==> config.mk <==
export PLATFORM = sky130hd
export DESIGN_NAME = bin2bcd_seq
export DESIGN_NICKNAME = d
export VERILOG_FILES = /design/src/rtl/bin2bcd_pkg.sv /design/src/rtl/bcd_add3.sv /design/src/rtl/bin2bcd_seq.sv
export SDC_FILE = /design/constraint.sdc
export NUM_CORES = 1
export LEC_CHECK = 0
export BUFFER_PORTS_ARGS = -buffer_cell sky130_fd_sc_hd__buf_2
export CELL_PAD_IN_SITES_DETAIL_PLACEMENT = 0
export CELL_PAD_IN_SITES_GLOBAL_PLACEMENT = 2
export CORE_ASPECT_RATIO = 0.6
export CORE_MARGIN = 2
export CORE_UTILIZATION = 40
export DETAILED_ROUTE_END_ITERATION = 7
export HOLD_SLACK_MARGIN = 0.05
export PLACE_DENSITY_LB_ADDON = 0.25
export SLEW_MARGIN = 20
export SYNTH_ARGS = -nofsm -noshare
export SYNTH_HDL_FRONTEND = slang
export SYNTH_HIERARCHICAL = 1
export SYNTH_SLANG_ARGS = --single-unit
==> constraint.sdc <==
create_clock -name clk -period 3.55 [get_ports clk]
set_input_delay 0.355 -clock clk [delete_from_list [all_inputs] [get_ports clk]]
set_output_delay 0.355 -clock clk [all_outputs]
set_load 0.05 [all_outputs]
==> src/rtl/bin2bcd_pkg.sv <==
// rtl/bin2bcd_pkg.sv - shared constants and state encoding for the binary-to-BCD converter
package bin2bcd_pkg;

    localparam int BCD_DIGITS = 4;
    localparam int ACC_DIGITS = 5;
    localparam int BIN_W      = 16;
    localparam int STEPS      = 16;

    localparam logic [4*BCD_DIGITS-1:0] BCD_SAT = 16'h9999;

    typedef enum logic {
        ST_IDLE = 1'b0,
        ST_CONV = 1'b1
    } state_t;

endpackage

==> src/rtl/bcd_add3.sv <==
// rtl/bcd_add3.sv - double-dabble digit corrector: adds 3 to any digit of 5 or more
module bcd_add3 (
    input  logic [3:0] din,
    output logic [3:0] dout
);

    assign dout = (din >= 4'd5) ? din + 4'd3 : din;

endmodule

==> src/rtl/bin2bcd_seq.sv <==
// rtl/bin2bcd_seq.sv - sequential 16-bit binary to 4-digit packed BCD, one bit per clock
module bin2bcd_seq
    import bin2bcd_pkg::*;
#(
    parameter bit SATURATE = 1'b1
) (
    input  logic                    clk,
    input  logic                    rst,
    input  logic [BIN_W-1:0]        bin,
    input  logic                    start,
    output logic                    busy,
    output logic                    done,
    output logic [4*BCD_DIGITS-1:0] bcd,
    output logic                    ovf
);

    localparam int ACC_W = 4 * ACC_DIGITS;

    state_t             state;
    logic [3:0]         step;
    logic [BIN_W-1:0]   sr;
    logic [ACC_W-1:0]   acc;
    logic [ACC_W-1:0]   acc_adj;
    logic [ACC_W-1:0]   acc_next;
    logic [BIN_W-1:0]   sr_next;
    logic               ovf_next;

    for (genvar d = 0; d < ACC_DIGITS; d++) begin : g_digit
        bcd_add3 u_add3 (
            .din  (acc[4*d +: 4]),
            .dout (acc_adj[4*d +: 4])
        );
    end

    assign {acc_next, sr_next} = {acc_adj, sr} << 1;
    assign ovf_next            = (acc_next[ACC_W-1 -: 4] != 4'd0);
    assign busy                = (state == ST_CONV);

    always_ff @(posedge clk or posedge rst) begin
        if (rst) begin
            state <= ST_IDLE;
            step  <= 4'd0;
            sr    <= '0;
            acc   <= '0;
            done  <= 1'b0;
            bcd   <= '0;
            ovf   <= 1'b0;
        end else begin
            done <= 1'b0;
            case (state)
                ST_IDLE: begin
                    if (start) begin
                        sr    <= bin;
                        acc   <= '0;
                        step  <= 4'd0;
                        state <= ST_CONV;
                    end
                end
                ST_CONV: begin
                    acc  <= acc_next;
                    sr   <= sr_next;
                    step <= step + 4'd1;
                    // Final shift: publish the result on the same edge that returns to idle.
                    if (step == 4'(STEPS - 1)) begin
                        state <= ST_IDLE;
                        done  <= 1'b1;
                        ovf   <= ovf_next;
                        bcd   <= (SATURATE && ovf_next) ? BCD_SAT : acc_next[4*BCD_DIGITS-1:0];
                    end
                end
                default: state <= ST_IDLE;
            endcase
        end
    end

endmodule

==> flow_summary.ini, run 1 <==
[worst_setup_path]
r2r_end = bcd[3]
path_class = reg2reg
cp-end-kind = flip-flop
path_max_fanout = 8
r2r_slack_ns = 1.59
required_ns = 3.76
startpoint_type = flip-flop
arrival_ns = 2.17
r2r_cells = 7
reg2reg_from = acc[16]

[floorplan]
die_y_um = 70.06
start_util = 0.4070
ios = 38
rows = 24
die_area_um2 = 7993
dieWidth_um = 114.1
core_um2 = 7147

[timing]
max_freq_mhz = 511.0
fin_crit_sh = 0.5513
grt_setup_unrepaired = no
fin_crit_ns = 1.957
setup_tns_ns = 0
slew_headroom = 0.4611
clock_skew_ns = 0.004309
finalMaxSlewViolations = 0
tightest_slew_ns = 0.8084
hold_viol_final = 0
setup_viol = 0

[clock_network]
cts_hold_buf = 0
clock_latency_ns = 0.33
cts_tree = yes
htree_levels = 3
clock_sinks = 59
postCtsSetupBuffers = 0
cts-root-buf = clkbuf_16
cts_buffer_depth = 2
cts_resized = 0
clk_pin_slew_ns = 0.05
numCtsBuffers = 9

[cells_and_area]
nets = 348
area.growth.synth_to_final_pct = 20.43
fin_util = 0.4902
drive_gt1_frac = 0.2136
nFillCells = 669
layout_commonest_cell = dfrtp_1
final_cell_mix = dfrtp_1, nand2_1, buf_2
diodes = 0

[power]
power_density_nw_per_um2 = 1084
p_leak_nw = 1.669
max-vdd-ir-drop_mv = 0.4890

[detailed_routing]
wl_per_cell_um = 14.28
vias = 2040
routed_wirelength_um = 5912
drtIter0Drc = 122
postRouteAntennaNets = 0
vias_per_cell = 4.928
firstDrtPassIters = 4
drc = 0

[global_routing]
grt_max_degree = 43
gr-usage-all-layers = 0.1622
antenna_found_initial = 0
overflow = 0
grt_pass1_wl_um = 9853
grt_pass1_vias = 1964

[synth]
synth.net_count = 312
netlist_instances = 282
yosysWarnings = 6
synth_area_per_cell_um2 = 10.32
synth.cell_area_um2 = 2909

[placed_design]
port_buffers = 37
hpwl_um = 3937
gp_routability_congestion = 0.7843

[job]
drv_cap = 0

[run_status]
outcome = finished clean

[min_path]
hold_class = in2async
## final cells by class
type	count	area (um^2)	share of cell area
repair buffers	39	200.2	0.05714
flip-flops and latches	59	1478	0.4218
inverters	12	50.05	0.01429
multi-input cells	197	1300	0.3711
clock inverters	4	95.09	0.02714
well taps	91	113.9	0.03250
clock buffers	12	266.5	0.07607
## worst max path at each step
stage,startpoint,endpoint,slack (ns),depth (start not counted)
after CTS,acc[16],bcd[3],1.57,7
after global routing,acc[17],bcd[12],1.43,8
after floorplan,acc[16],bcd[10],1.73,8
after detailed placement,acc[16],bcd[3],1.58,7
final,acc[16],bcd[3],1.59,7
after global placement,acc[16],bcd[11],1.66,7
## registers in the layout, summed over array words and instances, names as in the netlist
signal,count
acc,20
done,1
busy,1
step,4
bcd,16
sr,16
ovf,1
## stage by stage
stage                     cell area [um^2]  hold slack, ns  worst slack (ns)  power [mW]  cells
final                                 3503          0.1263             1.593       3.796    414
after global routing                  3503          0.1875             1.429       4.083    414
after CTS                             3503          0.1432             1.567       3.844    414
after detailed placement              3142          0.4605             1.578       2.782    398
after global placement                3142          0.4567             1.658       2.768    398
after floorplan                       2909          0.4492             1.731       2.427    282
## worst max-delay path, stage by stage (launching register included)
cell and delay, ns:
dfrtp_1 0.41, ha_1 0.20, nand2b_1 0.15, a21oi_2 0.20, mux2i_1 0.13, nor4_2 0.36, nand2_2 0.18, o22a_1 0.21
## report_power, final
| part | switching, mW | leakage [nW] | internal, mW |
|---|---|---|---|
| clock | 0.295 | 0.179 | 0.741 |
| combinational | 0.934 | 0.755 | 0.590 |
| sequential | 0.269 | 0.734 | 0.968 |
## routing by layer
metal / routed length (um) / GRT usage / vias up
met3: 235 / 0.06944 / 5
met1: 3135 / 0.2369 / 979
met4: 46 / 0.04472 / 0
met2: 2494 / 0.2183 / 27
met5: 0 / 0 / -
li1: - / - / 1029
No activity file was read; power rests on OpenSTA's default activity.
==> run 2: changes to the inputs <==
Settings changed: ABC_AREA set to 1, CORE_UTILIZATION 40 to 35.
Clock period 3.55 ns to 1.9 ns, I/O delays scaled along.
==> run 2 against run 1 <==
  * Utilization shrank 5.8 points
  * Cell area up 5.1%
  * Hold slack got worse by 0.064 ns
  * Largest cell class unchanged
  * Highest routed layer unchanged
==> flow_summary.ini, run 2 <==
[clock_network]
cts_buffer_depth = 2
htree_levels = 3
cts_tree = yes
clock_latency_ns = 0.32
clk_pin_slew_ns = 0.05
cts-root-buf = clkbuf_16
clock_sinks = 59
numCtsBuffers = 9

[detailed_routing]
firstDrtPassIters = 4
wl_per_cell_um = 12.94
routed_wirelength_um = 6819
vias_per_cell = 4.641
postRouteAntennaNets = 0
drtIter0Drc = 106
drc = 0
vias = 2446

[placed_design]
dp_slack_ns = 0.1730
hpwl_um = 4808
port_buffers = 37
gp_routability_congestion = 0.8243

[timing]
hold_viol_final = 0
tightest_slew_ns = 0.5318
fin_crit_ns = 1.735
fin_crit_sh = 0.9129
fin_ws_ns = 0.1654
setup_viol = 0
slew_headroom = 0.6451
finalMaxSlewViolations = 0
max_freq_mhz = 576.5
setup_tns_ns = 0
clock_skew_ns = 0.01133
grt_setup_unrepaired = no

[cells_and_area]
largest_reg_flops = 20
area.growth.synth_to_final_pct = 19.34
regMostFlops = acc
diodes = 0
nets = 441
reg.largest.list = acc: 20 flops, bcd: 16 flops, sr: 16 flops
drive_gt1_frac = 0.2386
nFillCells = 880
layout_commonest_cell = nand2_1
final_cell_mix = nand2_1, dfrtp_1, buf_2

[worst_setup_path]
crit_path_top_delay_cell = dfrtp_1
r2r_cells = 10
cp-end-kind = flip-flop
path_class = reg2reg
arrival_ns = 1.93
crit_chain = inv_1 -> ha_1 -> nor2_4 -> o21ai_0 -> nand2_1 -> nor2_2 -> buf_4 -> nand2_1 -> nand2_1 -> nand3_1
path_max_fanout = 16
cp-startpoint = acc[16]
path_buf_inv = 2
critical_path_depth = 10
cp_top_family = simple AND/OR/NAND/NOR gates
max_stage_delay_ns = 0.40
reg2reg_from = acc[16]
startpoint_type = flip-flop
required_ns = 2.09
crit_top_cell = nand2_1

[synth]
netlist_instances = 366
synth_area_per_cell_um2 = 8.430
synth.cell_area_um2 = 3085
synth.net_count = 396
yosysWarnings = 6

[run_status]
outcome = finished clean

[floorplan]
die_area_um2 = 9608
die_y_um = 76.73
dieWidth_um = 125.2
rows = 26
core_um2 = 8523
start_util = 0.3620
ios = 38

[power]
power_density_nw_per_um2 = 2039
total_power_mw = 7.507
p_leak_nw = 1.827
max-vdd-ir-drop_mv = 0.4795

[global_routing]
grt_pass1_vias = 2396
grt_pass1_wl_um = 12000
grt_max_degree = 40
overflow = 0
gr-usage-all-layers = 0.1571
antenna_found_initial = 0

[min_path]
hold_class = in2reg
whs_path_depth = 3
worstHoldStart = bin[0]

[job]
drv_cap = 0
run 2: cell types whose count changed in the layout (fill, tap and decap cells not counted), moves of 11 or more:
cell / previous run / this run
mux2i_1: 21 / 0
nand2b_1: 24 / 0
nand2_1: 50 / 124
inv_1: 10 / 24
nand3_1: 1 / 36
nor2_4: 0 / 11
o21ai_0: 35 / 23
run 2: cell type report:
cell class,count,area (um^2),area share
flip-flops and latches,59,1476,0.4010
multi-input cells,260,1376,0.3738
repair buffers,48,286.5,0.07781
clock buffers,12,236.5,0.06422
well taps,112,140.1,0.03806
inverters,33,126.4,0.03432
clock inverters,3,40.04,0.01087
run 2: path summary, 6_finish.rpt:
kind                            slack (ns)      end
worst min register to register        0.46      ovf
worst min-delay path                  0.06    sr[0]
worst max register to register        0.17  bcd[15]
worst max-delay path                  0.17  bcd[15]
max in group asynchronous             0.94  acc[11]
min in group asynchronous             0.41    sr[9]
run 2: power breakdown:
part	total [mW]	internal [mW]	switching, mW
logic	3.75	1.31	2.44
registers	2.25	1.81	0.433
clock network	1.51	1.00	0.513
total	7.51	4.13	3.38
run 2: metal layers:
metal,vias up,track usage,wire length [um]
li1,1269,-,-
met1,1118,0.2260,3559
met2,50,0.2196,2714
met3,9,0.06071,465
met4,0,0.04333,80
met5,-,0,0
run 2: repair_timing:
| action | 4_1_cts | 5_1_grt |
|---|---|---|
| endpoints found under the hold margin | 17 | 0 |
| buffers inserted | 0 | 0 |
| endpoints found under the setup margin | 0 | 1 |
| hold buffers | 1 | 0 |
| resized for setup | 0 | 1 |
run 2: metrics by stage:
step	instances	hold slack, ns	util	instance area (um^2)
detailed placement	511	0.2187	0.3980	3392
global route	527	0.05981	0.4320	3682
CTS	527	0.05131	0.4316	3679
floorplan	366	0.2996	-	3085
global placement	511	0.2237	0.3980	3392
finish	527	0.06189	0.4320	3682
run 2: worst register-to-register path, stage by stage (launching register included):
cell and delay, ns:
dfrtp_1 0.40, inv_1 0.08, ha_1 0.21, nor2_4 0.07
o21ai_0 0.17, nand2_1 0.11, nor2_2 0.11, buf_4 0.21
nand2_1 0.07, nand2_1 0.09, nand3_1 0.08
==> run 3: changes to the inputs <==
Clock period 1.9 ns to 1.6 ns, I/O delays scaled along.
==> run 3 against run 2 <==
  * The flow now finishes with violations (setup timing)
  * Combinational power increased by 44%
  * Clock power increased by 28%
  * Critical path depth increased by 1
  * Worst setup slack got worse by 0.18 ns
  * Global-route usage increased by 0.86 points
  * Register-to-register slack got worse by 0.18 ns
  * Non-clock buffer count increased by 36
  * Critical endpoint is now bcd[7]
  * Highest routed layer unchanged
==> flow_summary.ini, run 3 (synthesis results as in run 2) <==
[cells_and_area]
largest_reg_flops = 20
layout_commonest_cell = nand2_1
nets = 477
fin_cells = 562
area.growth.synth_to_final_pct = 33.98
diodes = 0
reg.largest.list = acc: 20 flops, bcd: 16 flops, sr: 16 flops
regMostFlops = acc
fin_util = 0.4850
drive_gt1_frac = 0.3089
nFillCells = 838
final_cell_mix = nand2_1, dfrtp_1, buf_2

[floorplan]
ios = 38
rows = 26
core_um2 = 8523
dieWidth_um = 125.2
start_util = 0.3620
die_area_um2 = 9608
die_y_um = 76.73

[power]
switching_share = 0.4382
p_leak_nw = 2.020
p_switching_mw = 4.379
max-vdd-ir-drop_mv = 0.9528
power_density_nw_per_um2 = 2417
combPwrFrac = 0.540
power.internal_mw = 5.614
pwr-share-clk = 0.193
p_seq_frac = 0.267

[global_routing]
overflow = 0
gr-usage-all-layers = 0.1658
antenna_found_initial = 0
grt.busiest_layer = met1
grt_use_met1 = 0.2450
grt_pass1_wl_um = 12560
grt_pass1_vias = 2497
use_met3 = 0.05443
use_met2 = 0.2321
grt_max_degree = 60

[detailed_routing]
wl_per_cell_um = 13.00
vias_per_cell = 4.639
vias = 2607
firstDrtPassIters = 4
drc = 0
drtIter0Drc = 130
postRouteAntennaNets = 0
routed_wirelength_um = 7304

[placed_design]
hpwl_um = 5075
gp_routability_congestion = 0.8200
dp.cells = 528
port_buffers = 37
dp_slack_ns = -0.09703

[timing]
max_freq_mhz = 618.9
setup_tns_ns = -0.05331
fin_crit_sh = 1.010
fin_ws_ns = -0.01570
grt_setup_unrepaired = yes
tightest_slew_ns = 0.3167
setup_viol = 5
finalMaxSlewViolations = 0
hold_viol_final = 0
fin_crit_ns = 1.616
slew_headroom = 0.7889
clock_skew_ns = 0.008794

[worst_setup_path]
cp-startpoint = acc[16]
path_class = reg2reg
r2r_end = bcd[7]
cp-end-kind = flip-flop
r2r_cells = 11
reg2reg_from = acc[16]
required_ns = 1.81
r2r_slack_ns = -0.02
arrival_ns = 1.83
path_max_fanout = 5
endpoint = bcd[7]
startpoint_type = flip-flop

[job]
drv_cap = 0

[clock_network]
clk_pin_slew_ns = 0.05
cts_tree = yes
clock_latency_ns = 0.32
clock_sinks = 59
numCtsBuffers = 9
htree_levels = 3
cts-root-buf = clkbuf_16
cts_buffer_depth = 2

[min_path]
hold_class = in2reg
worstHoldStart = bin[13]

[run_status]
outcome = complete, but fails checks
violations = setup timing
run 3: timing repair:
action,4_1_cts,5_1_grt
setup endpoints to repair,17,19
pin swaps,7,12
hold endpoints to repair,74,0
gates cloned,0,0
resized for setup,12,19
buffers inserted,2,2
hold buffers,16,0
run 3: worst min path at each step:
stage | cells after the start | end
global route | 3 | sr[13]
floorplan | 1 | acc[0]
global placement | 3 | step[3]
CTS | 3 | sr[13]
detailed placement | 3 | step[3]
finish | 3 | sr[13]
run 3: cell type report:
| cell class | count | area, um^2 | share of cell area |
|---|---|---|---|
| Timing Repair Buffer | 84 | 621.8 | 0.1504 |
| Tap cell | 112 | 140.1 | 0.03390 |
| Clock inverter | 2 | 35.03 | 0.008475 |
| Multi-Input combinational cell | 260 | 1461 | 0.3535 |
| Clock buffer | 12 | 266.5 | 0.06447 |
| Inverter | 33 | 130.1 | 0.03148 |
| Sequential cell | 59 | 1479 | 0.3577 |
run 3: critical path: stages, from the launching register on:
cell	delay [ns]
dfrtp_2	0.41
inv_2	0.07
ha_4	0.17
nor2_4	0.16
nor2_4	0.06
nand2_2	0.06
nand2_2	0.06
nor2_4	0.19
buf_6	0.14
nand3_2	0.06
nand2_2	0.07
nand2_1	0.06
run 3: layer usage:
metal | wire (um) | part of all wire
met5 | 0 | 0
met1 | 3940 | 0.54
met2 | 2950 | 0.40
met3 | 326 | 0.045
met4 | 86 | 0.012
run 3: power groups by stage:
stage	Sequential [mW]	Clock, mW	Combinational (mW)
after floorplan	3.28	0	2.95
after global placement	2.67	0	4.97
after detailed placement	2.66	0	4.98
after CTS	2.66	1.98	5.22
after global routing	2.76	2.06	5.95
final	2.67	1.93	5.40
run 3: metrics by stage:
step / total power, mW / instance area, um^2 / hold WS (ns)
after floorplan: 6.229 / 3099 / 0.2596
after global routing: 10.77 / 4134 / 0.07914
after CTS: 9.860 / 4061 / 0.05673
final: 9.993 / 4134 / 0.07329
after detailed placement: 7.643 / 3546 / 0.2729
after global placement: 7.639 / 3546 / 0.2749
